`src/rtl/cdp1802_loader.sv`:
```
// Host-side boot/debug controller for the cdp1802: parses a byte-stream command
// protocol, owns program RAM while the CPU is held in reset, and releases it on GO.
module cdp1802_loader #(
  parameter logic [7:0] CMD_LOAD    = 8'h4C,
  parameter logic [7:0] CMD_PEEK    = 8'h50,
  parameter logic [7:0] CMD_GO      = 8'h47,
  parameter logic [7:0] CMD_HALT    = 8'h48,
  parameter bit         BOOT_HALTED = 1'b1
) (
  input  logic        clock,
  input  logic        resetq,
  input  logic        host_valid,
  input  logic [7:0]  host_data,
  output logic        host_ready,
  output logic        resp_valid,
  output logic [7:0]  resp_data,
  input  logic        resp_ready,
  output logic        cpu_resetq,
  output logic        running,
  output logic        err,
  input  logic        cpu_ram_rd,
  input  logic        cpu_ram_wr,
  input  logic [15:0] cpu_ram_a,
  input  logic [7:0]  cpu_ram_d,
  output logic        ram_rd,
  output logic        ram_wr,
  output logic [15:0] ram_a,
  output logic [7:0]  ram_d,
  input  logic [7:0]  ram_q
);

  typedef enum logic [2:0] {
    S_IDLE,
    S_ADDR_HI,
    S_ADDR_LO,
    S_LEN,
    S_DATA,
    S_PEEK_RD,
    S_RESP
  } state_t;

  state_t      state;
  logic [15:0] addr;
  logic [8:0]  cnt;
  logic        peek;
  logic        loader_wr;
  logic        loader_rd;

  assign host_ready = (state != S_PEEK_RD) && (state != S_RESP);
  assign running    = cpu_resetq;

  // Loader strobes: a DATA write happens in the same clock as the byte handshake.
  assign loader_wr = (state == S_DATA) && host_valid;
  assign loader_rd = (state == S_PEEK_RD);

  always_ff @(posedge clock or negedge resetq) begin
    if (!resetq) begin
      state      <= S_IDLE;
      cpu_resetq <= ~BOOT_HALTED;
      err        <= 1'b0;
      resp_valid <= 1'b0;
      addr       <= 16'h0000;
      cnt        <= 9'd0;
      peek       <= 1'b0;
    end else begin
      case (state)
        S_IDLE: begin
          if (host_valid) begin
            case (host_data)
              CMD_LOAD: begin
                if (!cpu_resetq) begin
                  state <= S_ADDR_HI;
                  peek  <= 1'b0;
                end else begin
                  err <= 1'b1;
                end
              end
              CMD_PEEK: begin
                if (!cpu_resetq) begin
                  state <= S_ADDR_HI;
                  peek  <= 1'b1;
                end else begin
                  err <= 1'b1;
                end
              end
              CMD_GO: begin
                cpu_resetq <= 1'b1;
                err        <= 1'b0;
              end
              CMD_HALT: cpu_resetq <= 1'b0;
              default:  err <= 1'b1;
            endcase
          end
        end
        S_ADDR_HI: begin
          if (host_valid) begin
            addr[15:8] <= host_data;
            state      <= S_ADDR_LO;
          end
        end
        S_ADDR_LO: begin
          if (host_valid) begin
            addr[7:0] <= host_data;
            state     <= peek ? S_PEEK_RD : S_LEN;
          end
        end
        S_LEN: begin
          if (host_valid) begin
            // A zero length byte means a full 256-byte block.
            cnt   <= (host_data == 8'h00) ? 9'd256 : {1'b0, host_data};
            state <= S_DATA;
          end
        end
        S_DATA: begin
          if (host_valid) begin
            addr <= addr + 16'd1;
            cnt  <= cnt - 9'd1;
            if (cnt == 9'd1) state <= S_IDLE;
          end
        end
        S_PEEK_RD: state <= S_RESP;
        S_RESP: begin
          // First RESP clock latches the synchronous RAM output; then wait for the host.
          if (!resp_valid) begin
            resp_valid <= 1'b1;
          end else if (resp_ready) begin
            resp_valid <= 1'b0;
            state      <= S_IDLE;
          end
        end
        default: state <= S_IDLE;
      endcase
    end
  end

  always_ff @(posedge clock) begin
    if (state == S_RESP && !resp_valid) resp_data <= ram_q;
  end

  // Port ownership follows cpu_resetq; all strobes are forced low during reset.
  always_comb begin
    ram_rd = 1'b0;
    ram_wr = 1'b0;
    ram_a  = addr;
    ram_d  = host_data;
    if (cpu_resetq) begin
      ram_rd = resetq & cpu_ram_rd;
      ram_wr = resetq & cpu_ram_wr;
      ram_a  = cpu_ram_a;
      ram_d  = cpu_ram_d;
    end else begin
      ram_rd = resetq & loader_rd;
      ram_wr = resetq & loader_wr;
    end
  end

endmodule

```
`config.mk`:
```
export PLATFORM = sky130hd
export DESIGN_NAME = cdp1802_loader
export DESIGN_NICKNAME = d
export VERILOG_FILES = /design/src/rtl/cdp1802_loader.sv
export SDC_FILE = /design/constraint.sdc
export NUM_CORES = 1
export LEC_CHECK = 0
export ABC_CLOCK_PERIOD_IN_PS = 2690
export CAP_MARGIN = 20
export CORE_MARGIN = 4
export CORE_UTILIZATION = 51
export DETAILED_ROUTE_END_ITERATION = 8
export HOLD_SLACK_MARGIN = 0.1
export MAX_ROUTING_LAYER = met4
export PLACE_DENSITY = 0.95
export REMOVE_ABC_BUFFERS = 1
export SLEW_MARGIN = 20
export SYNTH_ARGS = -nofsm -noshare
export SYNTH_HDL_FRONTEND = slang
export SYNTH_SLANG_ARGS = --single-unit
```
`constraint.sdc`:
```
create_clock -name clock -period 2.69 [get_ports clock]
set_input_delay 0.538 -clock clock [delete_from_list [all_inputs] [get_ports clock]]
set_output_delay 0.538 -clock clock [all_outputs]
set_load 0.05 [all_outputs]
```
==> results.txt <==
----------------------------------------------------
[Outcome]
  Outcome ... finished clean

[Die]
  Die boundary width ... 81.8 µm
  Row count ... 26
  Die area ... 0.00670 mm²
  Initial core utilization ... 53.4%
  Number of top-level design ports ... 85
  Die extent in y ... 81.8 µm
  Area of the core region ... 0.00520 mm²

[STA]
  Top achievable clock speed ... 416 MHz
  Smallest hold slack ... 0.542 ns
  Period utilisation layout ... 89.4%
  Clock period minus worst slack ... 2.41 ns
  Unrepaired setup endpoints after global routing ... false
  Clock Skews ... 0.00478 ns
  Worst-Margin Slew ... 0.603 ns
  Finish-stage setup viols ... 0
  Relative slew slack ... 59.6%
  Number of failing hold endpoints at the final stage ... 0
  Total count of max-transition violations in the final report ... 0

[Yosys]
  Yosys warns ... 0
  Async SR Flop Fraction ... 80.0%
  Share of synthesized area occupied by flip-flops and latches ... 37.4%
  Top cells by area in the synthesized netlist ... sky130_fd_sc_hd__dfrtp_1 29%, sky130_fd_sc_hd__mux2_2 9.3%, sky130_fd_sc_hd__edfxtp_1 8.6%, sky130_fd_sc_hd__o21ai_0 3.8%, sky130_fd_sc_hd__nor2_1 3.5%
  Total standard cell area after synthesis ... 0.00278 mm²
  Top-area cell type share of the netlist area ... 28.8%
  Number of distinct standard cells referenced by the synthesized netlist ... 62
  Top FF cell, synth ... sky130_fd_sc_hd__dfrtp_1
  Post-synthesis sequential element count ... 40
  Cell count after synthesis ... 304
  Cell accounting for the most synthesized area ... sky130_fd_sc_hd__dfrtp_1
  Number of flops mapped to enable cells by yosys ... 8
  Syn avg cell area ... 9.15 µm²

[Place]
  Cell count after placement ... 443
  Final weighted congestion in routability-driven placement ... 0.951
  Total of buffers placed on input and output ports ... 84
  Half-perimeter wire length after detailed placement ... 5850 µm

[Hold path]
  End point of the worst hold path ... addr[8]
  Start point of the worst min-delay path ... addr[8]
  Hold Path Cell Cnt ... 1
  Class of the worst hold path ... flop to flop

[Worst setup path]
  Cell at the slowest stage of the critical path ... sky130_fd_sc_hd__clkdlybuf4s50_1
  Critical register-to-register path endpoint ... cnt[1]
  Maximum fanout count along the critical path ... 8
  Kind of critical path ... flop to output pin
  Crit Reg-Reg Startpoint ... state[2]
  Data required time at the worst endpoint ... 2.15 ns
  Depth of the most critical reg-to-reg path ... 4
  Slack of the worst reg-to-reg path ... 0.64 ns
  Critical path endpoint category ... output pin
  Cell-by-cell trace of the critical path ... xor2_1, nand2_1, clkdlybuf4s50_1
  Peak per-stage delay on the critical path ... 0.80 ns
  Endpoint arrival time on the critical path ... 1.87 ns
  Sort of element at the start of the critical path ... flop

[Global route]
  Largest net degree at the start of global routing ... 33
  Number of antenna violations at the first check in global routing ... 0
  GR Overflow Total ... 0
  Wire length of the first global-routing pass ... 12500 µm
  Global routing usage summed across all routing layers ... 25.0%
  Number of global-route vias before repair ... 2645

[Finish]
  Final cell count without fillers ... 451
  Antenna diodes ... 0
  Share of cells above drive strength 1 ... 19.9%
  Number of nets in the finished design ... 429
  Area Growth Syn to Fin ... 39.0%

[Power]
  Switch share ... 45.1%
  Sequential Power Share ... 27.2%
  Share of power burned in combinational logic ... 56.1%
  Max VDD drop ... 0.695 mV
  Internal power of the cells ... 2.26 mW
  P per Cell Area ... 1070 mW/mm²
  Portion of total power attributed to the clock network ... 16.7%
  Net switching power ... 1.86 mW
  Leak Pwr ... 1.52 nW

[Drt]
  Routed wirelength normalized by instance count ... 17.9 µm
  Total met2 wirelength after detailed routing ... 3880 µm
  ANT nets after route ... 0
  Detailed-route DRC error count ... 0
  Number of DRC violations after detailed-routing iteration 0 ... 264
  Top sig layer ... met4
  Vias per std cell ... 6.26
  Length of routed wiring on met1 ... 3080 µm
  Total wirelength of the detailed-routed design ... 8060 µm
  Total vias in the final route ... 2824
  TritonRoute pass-1 iters ... 6
  Detail Route met3 WL ... 832 µm

[Clock tree]
  Clock sink total ... 40
  Maximum clock insertion buffer count ... 2
  CTS tree ... yes
  Number of H-tree levels ... 2
  CTS Root Cell ... sky130_fd_sc_hd__clkbuf_8
  Clock-pin slew reported for the worst setup and hold paths after clock tree synthesis ... 0.08 ns
  Number of clock buffers inserted by TritonCTS ... 5
  Clock insertion delay at the later pin of the skew report ... 0.30 ns
  Buffers inserted by post-CTS timing repair ... 0

[Job]
  Number of maximum-capacitance constraint violations ... 0

----------------------------------------------------
[cells in the final DEF (no fill, tap or decap), types with 6 or more instances in the layout]
cell type,count
sky130_fd_sc_hd__a21oi_1,15
sky130_fd_sc_hd__a31oi_1,9
sky130_fd_sc_hd__and2_1,7
sky130_fd_sc_hd__buf_12,12
sky130_fd_sc_hd__buf_4,26
sky130_fd_sc_hd__clkdlybuf4s50_1,56
sky130_fd_sc_hd__dfrtp_1,31
sky130_fd_sc_hd__edfxtp_1,8
sky130_fd_sc_hd__inv_1,8
sky130_fd_sc_hd__mux2_2,23
sky130_fd_sc_hd__nand2_1,20
sky130_fd_sc_hd__nand3_1,10
sky130_fd_sc_hd__nand4_1,6
sky130_fd_sc_hd__nor2_1,26
sky130_fd_sc_hd__nor3_1,9
sky130_fd_sc_hd__o21ai_0,21
sky130_fd_sc_hd__o22a_1,6
[Yosys cell counts (all sizes together), types with 4 or more instances]
master and n:
nand2 20, a31oi 9, nand3 10, and2 7
clkbuf 7, inv 8, nor3b 6, a21oi 15
nor4 4, nor3 9, o21a 5, o22ai 4
nand4 6, dfrtp 32, buf 18, nor2 26
mux2 23, o22a 6, edfxtp 8, o21ai 25
and3 5
[power by group through the flow]
stage          Sequential, mW  Clock, mW  Combinational [mW]
2_1_floorplan            1.13          0                1.45
3_3_place_gp             1.10          0                2.23
3_5_place_dp             1.12          0                2.29
4_1_cts                  1.11      0.689                2.31
5_1_grt                  1.15      0.713                2.48
6_report                 1.12      0.689                2.32
[routing by layer]
metal,global-route usage [%],vias to the layer above
met4,11.3,0
li1,-,1288
met1,29.1,1320
met3,5.26,29
met2,41.4,187
met5,-,-
[state kept, by name, indices dropped and copies added, names as in the netlist]
register	flops
err	1
peek	1
resp_data	8
state	3
cpu_resetq	1
resp_valid	1
cnt	9
addr	16
[cell type report]
class	instances	area (µm²)
sequential	40	1040
clock buffer	5	68.8
timing repair buffer	94	996
clock inverter	3	90.1
tap	70	87.6
multi-input combinational	231	1550
inverter	8	30.0
fill	360	1340
[worst max path at each step]
stage / start / end / slack [ns] / cells after the start
2_1_floorplan: cpu_resetq / ram_a[15] / -0.30 / 1
3_3_place_gp: host_valid / ram_wr / 0.38 / 6
3_5_place_dp: host_valid / ram_wr / 0.31 / 6
4_1_cts: state[2] / ram_wr / 0.19 / 5
5_1_grt: state[2] / ram_wr / 0.13 / 5
6_report: state[0] / host_ready / 0.28 / 3
[critical path: cells and delay by family (launching register included)]
| kind | cells | cell delay [ns] |
|---|---|---|
| and+or+nand+nor | 1 | 0.08 |
| buffers and inverters | 1 | 0.80 |
| xor gates and xnor gates | 1 | 0.20 |
| DFF | 1 | 0.49 |
[through the flow]
stage / util [%] / setup slack [ns] / cell area (µm²) / setup TNS (ns) / power (mW)
finish: 74.2 / 0.284 / 3860 / 0 / 4.13
global route: 74.2 / 0.126 / 3860 / 0 / 4.34
CTS: 74.2 / 0.192 / 3860 / 0 / 4.11
detailed placement: 71.2 / 0.313 / 3700 / 0 / 3.40
global placement: 71.2 / 0.380 / 3700 / 0 / 3.34
floorplan: - / -0.301 / 2620 / -1.11 / 2.58
[repair_timing]
| action | 4_1_cts | 5_1_grt |
|---|---|---|
| endpoints found under the setup margin | 0 | 1 |
| hold buffers | 0 | 0 |
| gates resized for setup | 0 | 1 |
[cell families after synthesis]
kind of cell,share of synthesized area (%)
AND/OR/NAND/NOR,21.2
AO/OA/AOI/OAI,22.9
flip-flops,37.4
buffers and inverters,6.84
multiplexers,9.32
XOR/XNOR,0.945
adder cells (fa/ha/maj),1.35
(Power assumes the default switching activity.)
